[config.mk]
export PLATFORM = sky130hd
export DESIGN_NAME = cache_control_flat
export DESIGN_NICKNAME = d
export VERILOG_FILES = /design/src/rtl/cache_types_pkg.sv /design/src/rtl/cache_control_if.sv /design/src/rtl/cache_control_sat_counter.sv /design/src/rtl/cache_control.sv /design/src/flat_wrapper.sv
export SDC_FILE = /design/constraint.sdc
export NUM_CORES = 1
export LEC_CHECK = 0
export BUFFER_PORTS_ARGS = -buffer_cell sky130_fd_sc_hd__buf_2
export CAP_MARGIN = 20
export CORE_MARGIN = 4
export CORE_UTILIZATION = 49
export DETAILED_ROUTE_END_ITERATION = 10
export PLACE_DENSITY = 0.78
export SKIP_LAST_GASP = 1
export SYNTH_ARGS = -nofsm -noshare
export SYNTH_HDL_FRONTEND = slang
export SYNTH_HIERARCHICAL = 1
export SYNTH_SLANG_ARGS = --single-unit
[constraint.sdc]
create_clock -name clk -period 2.9 [get_ports clk]
set_input_delay 0.725 -clock clk [delete_from_list [all_inputs] [get_ports clk]]
set_output_delay 0.725 -clock clk [all_outputs]
set_load 0.02 [all_outputs]
[src/rtl/cache_types_pkg.sv]
// Shared types for the L1 cache controller: FSM state encoding, pmem address
// select codes and the victim-dirty helper.
package cache_types_pkg;

  typedef enum logic [1:0] {
    IDLE      = 2'd0,
    TAG_COMP  = 2'd1,
    WRITEBACK = 2'd2,
    ALLOCATE  = 2'd3
  } cache_state_t;

  localparam logic [1:0] PMEM_SEL_CPU  = 2'd0;
  localparam logic [1:0] PMEM_SEL_WAY0 = 2'd1;
  localparam logic [1:0] PMEM_SEL_WAY1 = 2'd2;

  // lru=1 names way0 as the victim, lru=0 names way1.
  function automatic logic victim_dirty(input logic lru, input logic v0, input logic d0,
                                        input logic v1, input logic d1);
    return lru ? (v0 & d0) : (v1 & d1);
  endfunction

endpackage

[src/rtl/cache_control_if.sv]
// Control/status bundle between the cache controller, the hit/select datapath
// and the physical-memory port.
interface cache_control_if;
  logic       mem_read;
  logic       mem_write;
  logic       hit_resp;
  logic       lru;
  logic       valid0;
  logic       valid1;
  logic       dirty0;
  logic       dirty1;
  logic       pmem_resp;
  logic       tag_comp;
  logic       idling;
  logic       alloc_dirty0_write;
  logic       alloc_dirty1_write;
  logic       valid0_wr;
  logic       valid1_wr;
  logic       tag0_wr;
  logic       tag1_wr;
  logic       dirty_in;
  logic       pmem_read;
  logic       pmem_write;
  logic [1:0] pmem_addr_sel;
  logic       wb_data_sel;

  modport master (
    output mem_read, mem_write, hit_resp, lru, valid0, valid1, dirty0, dirty1, pmem_resp,
    input  tag_comp, idling, alloc_dirty0_write, alloc_dirty1_write, valid0_wr, valid1_wr,
           tag0_wr, tag1_wr, dirty_in, pmem_read, pmem_write, pmem_addr_sel, wb_data_sel
  );

  modport slave (
    input  mem_read, mem_write, hit_resp, lru, valid0, valid1, dirty0, dirty1, pmem_resp,
    output tag_comp, idling, alloc_dirty0_write, alloc_dirty1_write, valid0_wr, valid1_wr,
           tag0_wr, tag1_wr, dirty_in, pmem_read, pmem_write, pmem_addr_sel, wb_data_sel
  );
endinterface

[src/rtl/cache_control_sat_counter.sv]
// Saturating up-counter; clear wins over increment, holds at all-ones.
module sat_counter #(
  parameter int WIDTH = 32
) (
  input  logic             clk,
  input  logic             rst,
  input  logic             clr,
  input  logic             inc,
  output logic [WIDTH-1:0] count
);

  logic [WIDTH-1:0] count_q;
  logic [WIDTH-1:0] count_d;

  // next-count selection
  always_comb begin
    count_d = count_q;
    if (clr) begin
      count_d = '0;
    end else if (inc && (count_q != '1)) begin
      count_d = count_q + {{(WIDTH-1){1'b0}}, 1'b1};
    end else begin
      count_d = count_q;
    end
  end

  // count register
  always_ff @(posedge clk) begin
    if (rst) begin
      count_q <= '0;
    end else begin
      count_q <= count_d;
    end
  end

  assign count = count_q;

endmodule

[src/rtl/cache_control.sv]
// Control FSM for the 2-way set-associative L1 cache: hit handling, victim
// writeback, line refill and hit/miss/writeback performance counters.
module cache_control
  import cache_types_pkg::*;
#(
  parameter int CNT_WIDTH = 32
) (
  input  logic                 clk,
  input  logic                 rst,
  input  logic                 clear_counters,
  cache_control_if.slave       bus,
  output logic [CNT_WIDTH-1:0] hit_count,
  output logic [CNT_WIDTH-1:0] miss_count,
  output logic [CNT_WIDTH-1:0] wb_count
);

  cache_state_t state_q;
  cache_state_t state_d;
  logic         req_s;
  logic         hit_inc_s;
  logic         miss_inc_s;
  logic         wb_inc_s;
  logic         fill0_s;
  logic         fill1_s;

  assign req_s = bus.mem_read | bus.mem_write;

  // next-state and Moore output decode; fill strobes are the only pmem_resp-gated outputs
  always_comb begin
    state_d            = state_q;
    bus.idling         = 1'b0;
    bus.tag_comp       = 1'b0;
    bus.pmem_read      = 1'b0;
    bus.pmem_write     = 1'b0;
    bus.pmem_addr_sel  = PMEM_SEL_CPU;
    bus.dirty_in       = 1'b1;
    fill0_s            = 1'b0;
    fill1_s            = 1'b0;
    case (state_q)
      IDLE: begin
        bus.idling = 1'b1;
        if (req_s && !bus.hit_resp) state_d = TAG_COMP;
        else                        state_d = IDLE;
      end
      TAG_COMP: begin
        bus.tag_comp = 1'b1;
        if (!req_s || bus.hit_resp) begin
          state_d = IDLE;
        end else if (victim_dirty(bus.lru, bus.valid0, bus.dirty0, bus.valid1, bus.dirty1)) begin
          state_d = WRITEBACK;
        end else begin
          state_d = ALLOCATE;
        end
      end
      WRITEBACK: begin
        bus.pmem_write    = 1'b1;
        bus.pmem_addr_sel = bus.lru ? PMEM_SEL_WAY0 : PMEM_SEL_WAY1;
        if (bus.pmem_resp) state_d = ALLOCATE;
        else               state_d = WRITEBACK;
      end
      ALLOCATE: begin
        bus.pmem_read = 1'b1;
        bus.dirty_in  = 1'b0;
        if (bus.pmem_resp) begin
          fill0_s = bus.lru;
          fill1_s = ~bus.lru;
          state_d = TAG_COMP;
        end else begin
          state_d = ALLOCATE;
        end
      end
      default: state_d = IDLE;
    endcase
  end

  assign bus.wb_data_sel        = ~bus.lru;
  assign bus.alloc_dirty0_write = fill0_s;
  assign bus.valid0_wr          = fill0_s;
  assign bus.tag0_wr            = fill0_s;
  assign bus.alloc_dirty1_write = fill1_s;
  assign bus.valid1_wr          = fill1_s;
  assign bus.tag1_wr            = fill1_s;

  // state register
  always_ff @(posedge clk) begin
    if (rst) begin
      state_q <= IDLE;
    end else begin
      state_q <= state_d;
    end
  end

  assign hit_inc_s  = (state_q == IDLE) & req_s & bus.hit_resp;
  assign miss_inc_s = (state_q == IDLE) & req_s & ~bus.hit_resp;
  assign wb_inc_s   = (state_q == TAG_COMP) & (state_d == WRITEBACK);

  sat_counter #(.WIDTH(CNT_WIDTH)) u_hit_cnt (
    .clk(clk), .rst(rst), .clr(clear_counters), .inc(hit_inc_s), .count(hit_count)
  );
  sat_counter #(.WIDTH(CNT_WIDTH)) u_miss_cnt (
    .clk(clk), .rst(rst), .clr(clear_counters), .inc(miss_inc_s), .count(miss_count)
  );
  sat_counter #(.WIDTH(CNT_WIDTH)) u_wb_cnt (
    .clk(clk), .rst(rst), .clr(clear_counters), .inc(wb_inc_s), .count(wb_count)
  );

endmodule

[src/flat_wrapper.sv]
// flat-port wrapper written by rule: the top's interface ports become plain ports
module cache_control_flat import cache_types_pkg::*;
#(
  parameter int CNT_WIDTH = 32
)
  (clk, rst, clear_counters, hit_count, miss_count, wb_count, bus_mem_read, bus_mem_write, bus_hit_resp, bus_lru, bus_valid0, bus_valid1, bus_dirty0, bus_dirty1, bus_pmem_resp, bus_tag_comp, bus_idling, bus_alloc_dirty0_write, bus_alloc_dirty1_write, bus_valid0_wr, bus_valid1_wr, bus_tag0_wr, bus_tag1_wr, bus_dirty_in, bus_pmem_read, bus_pmem_write, bus_pmem_addr_sel, bus_wb_data_sel);
  cache_control_if bus_i ();
  input  logic clk;
  input  logic rst;
  input  logic clear_counters;
  output logic [CNT_WIDTH-1:0] hit_count;
  output logic [CNT_WIDTH-1:0] miss_count;
  output logic [CNT_WIDTH-1:0] wb_count;
  input wire logic [$bits(bus_i.mem_read)-1:0] bus_mem_read;
  input wire logic [$bits(bus_i.mem_write)-1:0] bus_mem_write;
  input wire logic [$bits(bus_i.hit_resp)-1:0] bus_hit_resp;
  input wire logic [$bits(bus_i.lru)-1:0] bus_lru;
  input wire logic [$bits(bus_i.valid0)-1:0] bus_valid0;
  input wire logic [$bits(bus_i.valid1)-1:0] bus_valid1;
  input wire logic [$bits(bus_i.dirty0)-1:0] bus_dirty0;
  input wire logic [$bits(bus_i.dirty1)-1:0] bus_dirty1;
  input wire logic [$bits(bus_i.pmem_resp)-1:0] bus_pmem_resp;
  output wire logic [$bits(bus_i.tag_comp)-1:0] bus_tag_comp;
  output wire logic [$bits(bus_i.idling)-1:0] bus_idling;
  output wire logic [$bits(bus_i.alloc_dirty0_write)-1:0] bus_alloc_dirty0_write;
  output wire logic [$bits(bus_i.alloc_dirty1_write)-1:0] bus_alloc_dirty1_write;
  output wire logic [$bits(bus_i.valid0_wr)-1:0] bus_valid0_wr;
  output wire logic [$bits(bus_i.valid1_wr)-1:0] bus_valid1_wr;
  output wire logic [$bits(bus_i.tag0_wr)-1:0] bus_tag0_wr;
  output wire logic [$bits(bus_i.tag1_wr)-1:0] bus_tag1_wr;
  output wire logic [$bits(bus_i.dirty_in)-1:0] bus_dirty_in;
  output wire logic [$bits(bus_i.pmem_read)-1:0] bus_pmem_read;
  output wire logic [$bits(bus_i.pmem_write)-1:0] bus_pmem_write;
  output wire logic [$bits(bus_i.pmem_addr_sel)-1:0] bus_pmem_addr_sel;
  output wire logic [$bits(bus_i.wb_data_sel)-1:0] bus_wb_data_sel;
  assign bus_i.mem_read = bus_mem_read;
  assign bus_i.mem_write = bus_mem_write;
  assign bus_i.hit_resp = bus_hit_resp;
  assign bus_i.lru = bus_lru;
  assign bus_i.valid0 = bus_valid0;
  assign bus_i.valid1 = bus_valid1;
  assign bus_i.dirty0 = bus_dirty0;
  assign bus_i.dirty1 = bus_dirty1;
  assign bus_i.pmem_resp = bus_pmem_resp;
  assign bus_tag_comp = bus_i.tag_comp;
  assign bus_idling = bus_i.idling;
  assign bus_alloc_dirty0_write = bus_i.alloc_dirty0_write;
  assign bus_alloc_dirty1_write = bus_i.alloc_dirty1_write;
  assign bus_valid0_wr = bus_i.valid0_wr;
  assign bus_valid1_wr = bus_i.valid1_wr;
  assign bus_tag0_wr = bus_i.tag0_wr;
  assign bus_tag1_wr = bus_i.tag1_wr;
  assign bus_dirty_in = bus_i.dirty_in;
  assign bus_pmem_read = bus_i.pmem_read;
  assign bus_pmem_write = bus_i.pmem_write;
  assign bus_pmem_addr_sel = bus_i.pmem_addr_sel;
  assign bus_wb_data_sel = bus_i.wb_data_sel;
  cache_control #(.CNT_WIDTH(CNT_WIDTH)) u_core (.clk(clk), .rst(rst), .clear_counters(clear_counters), .bus(bus_i), .hit_count(hit_count), .miss_count(miss_count), .wb_count(wb_count));
endmodule
==> implementation parameters, run 1 <==
Parameter                              Value

Status
  Outcome    finished clean

Synth
  Mean instance size in the synthesized netlist    8.07 µm²
  Multiplexer area fraction after synthesis    0%
  Synth Area in Adders    0.741%
  Synthesized area    5060 µm²
  Area fraction in and, or, nand and nor cells after synthesis    31.5%
  Number of synthesized flops with an enable pin    0
  Distinct cell type count of the synthesized netlist    44
  Leading cell types by count after synthesis    sky130_fd_sc_hd__dfxtp_1, sky130_fd_sc_hd__nand2_1, sky130_fd_sc_hd__nor2_1
  Post-synthesis share of cell area spent on xor and xnor gates    3.63%
  Sequential fraction of the synthesis area    38.8%
  Dominant cell type by area after synthesis    sky130_fd_sc_hd__dfxtp_1
  Count of state elements after synthesis    98
  Most used standard cell by instance count after synthesis    sky130_fd_sc_hd__dfxtp_1
  Synth Area in Compound Gates    21.3%
  Synth area leaders    sky130_fd_sc_hd__dfxtp_1, sky130_fd_sc_hd__or3_1, sky130_fd_sc_hd__a21oi_1
  Dominant combinational cell family by area after synthesis    simple AND/OR/NAND/NOR gates
  Synth top area share    38.8%
  Yosys synthesis warning count    6
  Synthesized net count    642
  Post-synth ARST share    0%
  Gate Count Post-Synth    627
  Predominant post-synthesis flop cell    sky130_fd_sc_hd__dfxtp_1

Clock network
  Number of gates given a new drive strength after cts    0
  TritonCTS buffer count    9
  Clock latency on the worst-skew pair    0.36 ns
  Maximum clock path buffer count    2
  Root Buffer Master    sky130_fd_sc_hd__clkbuf_8
  CTS tree    done
  Post-CTS setup buffer count    0
  H-tree depth reported by CTS    3
  Clock-pin slew on the worst setup and hold paths    0.09 ns
  Number of buffers added to fix hold violations after cts    0
  Clock sinks    98

Place
  Post-DP HPWL    9940 µm
  RePlAce Congestion    0.854
  Placed cell areas    5810 µm²
  Worst-case setup slack after placement    -0.00505 ns
  Count of port buffers added during placement    121

Die
  Starting density of the core    51.1%
  Die span in x    110 µm
  I/O pin cnt    122
  Area of the core region    9910 µm²
  Die H    110 µm
  Number of standard-cell rows in the floorplan    36
  Die Area    12,000 µm²

Power and ir drop
  Leakage dissipation    2.28 nW
  Cell Pwr Density    394 nW/µm²
  Worst IR drop on VDD    0.267 mV

Drt
  Detailed Route WL    13,500 µm
  Via count normalized by instance count    5.94
  Wire length on met3    713 µm
  Top metal layer carrying routed signals    met4
  Met1 Wirelength    6080 µm
  Vias    5,243
  Total iterations of the first detailed-routing run    5
  Routed length on met2    6600 µm
  Post-DRT Antenna Nets    0
  Initial DRC count    340
  Routed length per placed instance    15.3 µm
  Drc violations    0

Setup path
  Startpoint class of the critical path    input pin
  Max Fanout on Critical Path    11
  Nature of the critical path endpoint    flip-flop
  Path type of the worst setup path    in -> reg
  CP Data Arrival Time    2.91 ns
  Req. time, crit path    3.19 ns

Hold path
  Hold WC Path Type    reg -> reg

Timing
  Min setup slack post-route    0.280 ns
  Final-report setup violation count    0
  Maximum clock frequency    382 MHz
  Worst-margin pin slew    0.821 ns
  Number of max-slew violations in the final report    0
  Final period util    90.3%
  Max-slew headroom    45.1%
  Hold Fails Final Rpt    0
  Unrepaired setup endpoints after global routing    false
  Setup Skew    0.00690 ns
  Min Tclk post-route    2.62 ns

Global route
  Wire length of the first global-routing pass    22,400 µm
  Overall routing resource usage    22.6%
  Pin count of the biggest net entering global routing    31
  Antenna violations before repair    0
  Sum of overflow across all layers after global routing    0
  Vias in the first global route    4,861

Layout
  Total number of nets in the final design    759
  Non-Filler Cell Area, Final    6010 µm²
  Area of the multi-input gates    2890 µm²
  Post-layout utilization of the core    60.7%
  Number of antenna cells inserted    0
  Fraction of final layout cells with drive strength greater than 1    22.8%
  Layout area overhead    18.8%
  Number of fill cells in the layout    945
  Area taken by flip-flops and latches    1960 µm²

Run
  Number of max-capacitance violations reported    0
## worst max-delay path: stages
cell	delay [ns]
sky130_fd_sc_hd__buf_2	0.10
sky130_fd_sc_hd__o21ba_2	0.28
sky130_fd_sc_hd__nand2_1	0.09
sky130_fd_sc_hd__nor2b_1	0.19
sky130_fd_sc_hd__buf_4	0.17
sky130_fd_sc_hd__nand4_1	0.24
sky130_fd_sc_hd__nor3_1	0.26
sky130_fd_sc_hd__o311ai_1	0.15
sky130_fd_sc_hd__buf_4	0.20
sky130_fd_sc_hd__or3_1	0.34
sky130_fd_sc_hd__a21oi_1	0.15
## sequential cells by signal (all words and copies together), names as in the netlist
register	count
u_core/state_q	2
u_core/u_miss_cnt/count	32
u_core/u_wb_cnt/count	32
u_core/u_hit_cnt/count	32
## routing by layer
metal  global-route usage [%]  up-vias
met5                        0        -
met4                     7.57        0
met3                     4.40       13
met2                     38.4      146
met1                     28.8     2460
li1                         -     2624
## final timing paths
check | startpoint | end | slack (ns) | depth (start not counted)
max reg2reg | u_core/u_miss_cnt/count[11] | u_core/u_miss_cnt/count[0] | 0.36 | 6
min reg2reg | u_core/u_wb_cnt/count[27] | u_core/u_wb_cnt/count[27] | 0.51 | 2
min | u_core/u_wb_cnt/count[27] | u_core/u_wb_cnt/count[27] | 0.51 | 2
max | bus_hit_resp | u_core/u_wb_cnt/count[31] | 0.28 | 11
## cell usage in the layout (no fill, tap or decap), types with 2 or more instances in the layout
cell type / n
sky130_fd_sc_hd__buf_2: 121
sky130_fd_sc_hd__dfxtp_1: 98
sky130_fd_sc_hd__nand2_1: 60
sky130_fd_sc_hd__nor2_1: 53
sky130_fd_sc_hd__a21oi_1: 47
sky130_fd_sc_hd__or3_1: 45
sky130_fd_sc_hd__nand3_1: 37
sky130_fd_sc_hd__o21ai_0: 35
sky130_fd_sc_hd__nand4_1: 27
sky130_fd_sc_hd__buf_4: 16
sky130_fd_sc_hd__inv_1: 16
sky130_fd_sc_hd__o21ai_1: 15
sky130_fd_sc_hd__xnor2_1: 15
sky130_fd_sc_hd__nor3_1: 13
sky130_fd_sc_hd__or4_1: 12
sky130_fd_sc_hd__nor4_1: 12
sky130_fd_sc_hd__a31oi_1: 12
sky130_fd_sc_hd__clkbuf_8: 11
sky130_fd_sc_hd__o31ai_1: 9
sky130_fd_sc_hd__a41o_1: 9
sky130_fd_sc_hd__o211ai_1: 9
sky130_fd_sc_hd__or4_4: 6
sky130_fd_sc_hd__a211oi_1: 6
sky130_fd_sc_hd__and3_1: 6
sky130_fd_sc_hd__o311ai_0: 6
sky130_fd_sc_hd__xor2_1: 6
sky130_fd_sc_hd__and4_1: 3
sky130_fd_sc_hd__or3_4: 3
sky130_fd_sc_hd__nand4_4: 3
sky130_fd_sc_hd__o2111ai_2: 3
sky130_fd_sc_hd__or2_2: 3
sky130_fd_sc_hd__o311ai_1: 3
sky130_fd_sc_hd__o311a_1: 3
sky130_fd_sc_hd__o41ai_1: 3
sky130_fd_sc_hd__o31a_1: 3
sky130_fd_sc_hd__o21a_1: 3
sky130_fd_sc_hd__or4b_1: 3
sky130_fd_sc_hd__ha_1: 3
sky130_fd_sc_hd__clkinvlp_4: 2
## power breakdown
group | switching, W | internal (W) | total (W) | leakage, nW
Combinational | 0.0000705 | 0.0000313 | 0.000102 | 1.39
Clock | 0.000467 | 0.000445 | 0.000912 | 0.0986
Sequential | 0.00000565 | 0.00135 | 0.00135 | 0.789
## stage by stage
step	cells	total power [W]	TNS, ns	hold slack [ns]
floorplan	627	0.00145	0	0.489
global placement	866	0.00148	0	0.479
detailed placement	866	0.00149	-0.00971	0.493
CTS	882	0.00240	0	0.506
global route	882	0.00248	0	0.539
finish	882	0.00237	0	0.514
## logic make-up (layout without fill, tap and decap cells)
| logic type | Yosys count | in the layout |
|---|---|---|
| AOI/OAI and AO/OA | 168 | 168 |
| xor gates and xnor gates | 21 | 21 |
| adders and majority gates | 3 | 3 |
| buffers and inverters | 47 | 169 |
| DFF | 98 | 98 |
| and+or+nand+nor | 290 | 290 |
## final cells by class
| type | instances | area share, % |
|---|---|---|
| timing repair buffer | 137 | 12.1 |
| multi-input combinational | 482 | 48.1 |
| clock inverter | 4 | 0.832 |
| tap | 133 | 2.77 |
| clock buffer | 12 | 2.58 |
| sequential | 98 | 32.6 |
| inverter | 16 | 0.999 |
No activity file was read; power rests on OpenSTA's default activity.
==> run 2, diff against run 1 <==
--- a/config.mk
+++ b/config.mk
@@ -10,6 +10,7 @@
 export CORE_MARGIN = 4
 export CORE_UTILIZATION = 49
 export DETAILED_ROUTE_END_ITERATION = 10
+export GPL_TIMING_DRIVEN = 0
 export PLACE_DENSITY = 0.78
 export SKIP_LAST_GASP = 1
 export SYNTH_ARGS = -nofsm -noshare
==> implementation parameters, run 2 (same netlist as run 1, synthesis figures left out) <==
Parameter                              Value

Timing
  Worst-margin pin slew    0.869 ns
  Number of max-slew violations in the final report    0
  Maximum clock frequency    360 MHz
  Max-slew headroom    41.6%
  Setup Skew    0.00662 ns
  Final period util    95.8%
  Hold Fails Final Rpt    0
  Min Tclk post-route    2.78 ns
  Final-report setup violation count    0
  Unrepaired setup endpoints after global routing    false

Power and ir drop
  P_int    0.00171 W
  Share of power burned in the clock network    35.2%
  Leakage dissipation    2.28 nW
  Sequential group share of total power    60.2%
  Sw frac    24.0%
  Cell Pwr Density    375 nW/µm²
  Net Switching    0.000539 W
  Worst IR drop on VDD    0.243 mV
  Total power draw    0.00225 W
  Relative contribution of combinational cells to total power    4.6%

Layout
  Most common cell after layout, fill and taps aside    sky130_fd_sc_hd__buf_2
  Layout area overhead    18.5%
  Number of fill cells in the layout    918
  Area of the multi-input gates    2900 µm²
  Number of antenna cells inserted    0
  Non-Filler Cell Area, Final    6000 µm²
  Area taken by flip-flops and latches    1960 µm²
  Total number of nets in the final design    774
  Commonest non-fill, non-tap cells in the layout    sky130_fd_sc_hd__buf_2, sky130_fd_sc_hd__dfxtp_1, sky130_fd_sc_hd__nand2_1
  Fraction of final layout cells with drive strength greater than 1    22.3%

Clock network
  Root Buffer Master    sky130_fd_sc_hd__clkbuf_8
  H-tree depth reported by CTS    3
  Maximum clock path buffer count    2
  CTS tree    done
  Clock sinks    98
  Post-CTS setup buffer count    0
  Clock latency on the worst-skew pair    0.36 ns
  Clock-pin slew on the worst setup and hold paths    0.09 ns
  TritonCTS buffer count    9

Setup path
  Path type of the worst setup path    in -> reg
  Startpoint class of the critical path    input pin
  Nature of the critical path endpoint    flip-flop
  CP Data Arrival Time    3.07 ns
  Req. time, crit path    3.19 ns
  Cells along the critical path    buf_2 > o21ai_0 > nor3_1 > nand4_1 > or4_4 > or4_4 > or3_1 > a21oi_1
  Highest cell delay on the worst timing path    0.58 ns
  Most prevalent standard cell on the critical path    sky130_fd_sc_hd__or4_4
  Worst path slowest cell    sky130_fd_sc_hd__nor3_1
  Max Fanout on Critical Path    6

Drt
  Detailed Route WL    14,000 µm
  Post-DRT Antenna Nets    0
  Initial DRC count    378
  Total iterations of the first detailed-routing run    5
  Routed length per placed instance    15.7 µm
  Via count normalized by instance count    5.99
  Routed length on met2    6780 µm
  Drc violations    0
  Top metal layer carrying routed signals    met4
  Met1 Wirelength    6010 µm
  Wire length on met3    936 µm
  Vias    5,370

Place
  Count of port buffers added during placement    121
  Placed cell areas    5830 µm²
  Post-DP HPWL    10,500 µm
  RePlAce Congestion    0.925

Die
  Die span in x    110 µm
  Starting density of the core    51.1%
  Die Area    12,000 µm²
  Number of standard-cell rows in the floorplan    36
  I/O pin cnt    122
  Area of the core region    9910 µm²
  Die H    110 µm

Run
  Number of max-capacitance violations reported    0

Global route
  Vias in the first global route    4,867
  Pin count of the biggest net entering global routing    15
  Wire length of the first global-routing pass    22,800 µm
  Overall routing resource usage    23.4%
  Antenna violations before repair    0
  Sum of overflow across all layers after global routing    0

Hold path
  Hold WC Path Type    reg -> reg

Status
  Outcome    finished clean
## run 2: area by class of cell
type	count	share of cell area [%]
plain buffers	31	2.44
clock buffers	13	2.48
clock inverters	3	0.250
inverters	16	1.00
multi-input cells	482	48.3
flip-flops and latches	98	32.7
well taps	133	2.77
repair buffers	121	10.1
## run 2: routing by layer
layer | global-route usage (%) | up-vias
li1 | - | 2640
met1 | 29.5 | 2522
met2 | 39.4 | 180
met3 | 4.05 | 28
met4 | 10.2 | 0
met5 | 0 | -
## run 2: path summary, 6_finish.rpt
path,from,endpoint,slack (ns),cells after the start
worst max-delay path,bus_mem_write,u_core/u_hit_cnt/count[26],0.12,8
worst min-delay path,u_core/u_wb_cnt/count[27],u_core/u_wb_cnt/count[27],0.51,2
worst max register to register,u_core/state_q[1],u_core/u_hit_cnt/count[26],0.29,6
worst min register to register,u_core/u_wb_cnt/count[27],u_core/u_wb_cnt/count[27],0.51,2
## run 2: power by group through the flow
stage | clock, W | sequential, W | combinational (W)
finish | 0.000792 | 0.00135 | 0.000103
global route | 0.000871 | 0.00135 | 0.000114
CTS | 0.000811 | 0.00135 | 0.000103
detailed placement | 0 | 0.00138 | 0.000103
global placement | 0 | 0.00138 | 0.000101
floorplan | 0 | 0.00139 | 0.0000595
## run 2: metrics by stage
step	hold slack, ns	setup WS (ns)	TNS (ns)	util (%)	cells
5_1_grt	0.519	0.0368	0	60.6	897
6_report	0.507	0.122	0	60.6	897
2_1_floorplan	0.489	0.100	0	-	627
3_5_place_dp	0.491	-0.329	-2.22	58.9	881
4_1_cts	0.506	0.0533	0	60.5	897
3_3_place_gp	0.477	-0.290	-1.72	58.9	881
## run 2: timing repair
item	CTS	global route
hold buffers	0	0
endpoints found under the setup margin	0	2
resized for setup	0	1
## run 2: worst max-delay path: cells and delay by family
kind                   cells  cell delay (ns)
AND/OR/NAND/NOR            5             2.00
AO/OA/AOI/OAI              2             0.27
buffers and inverters      1             0.08
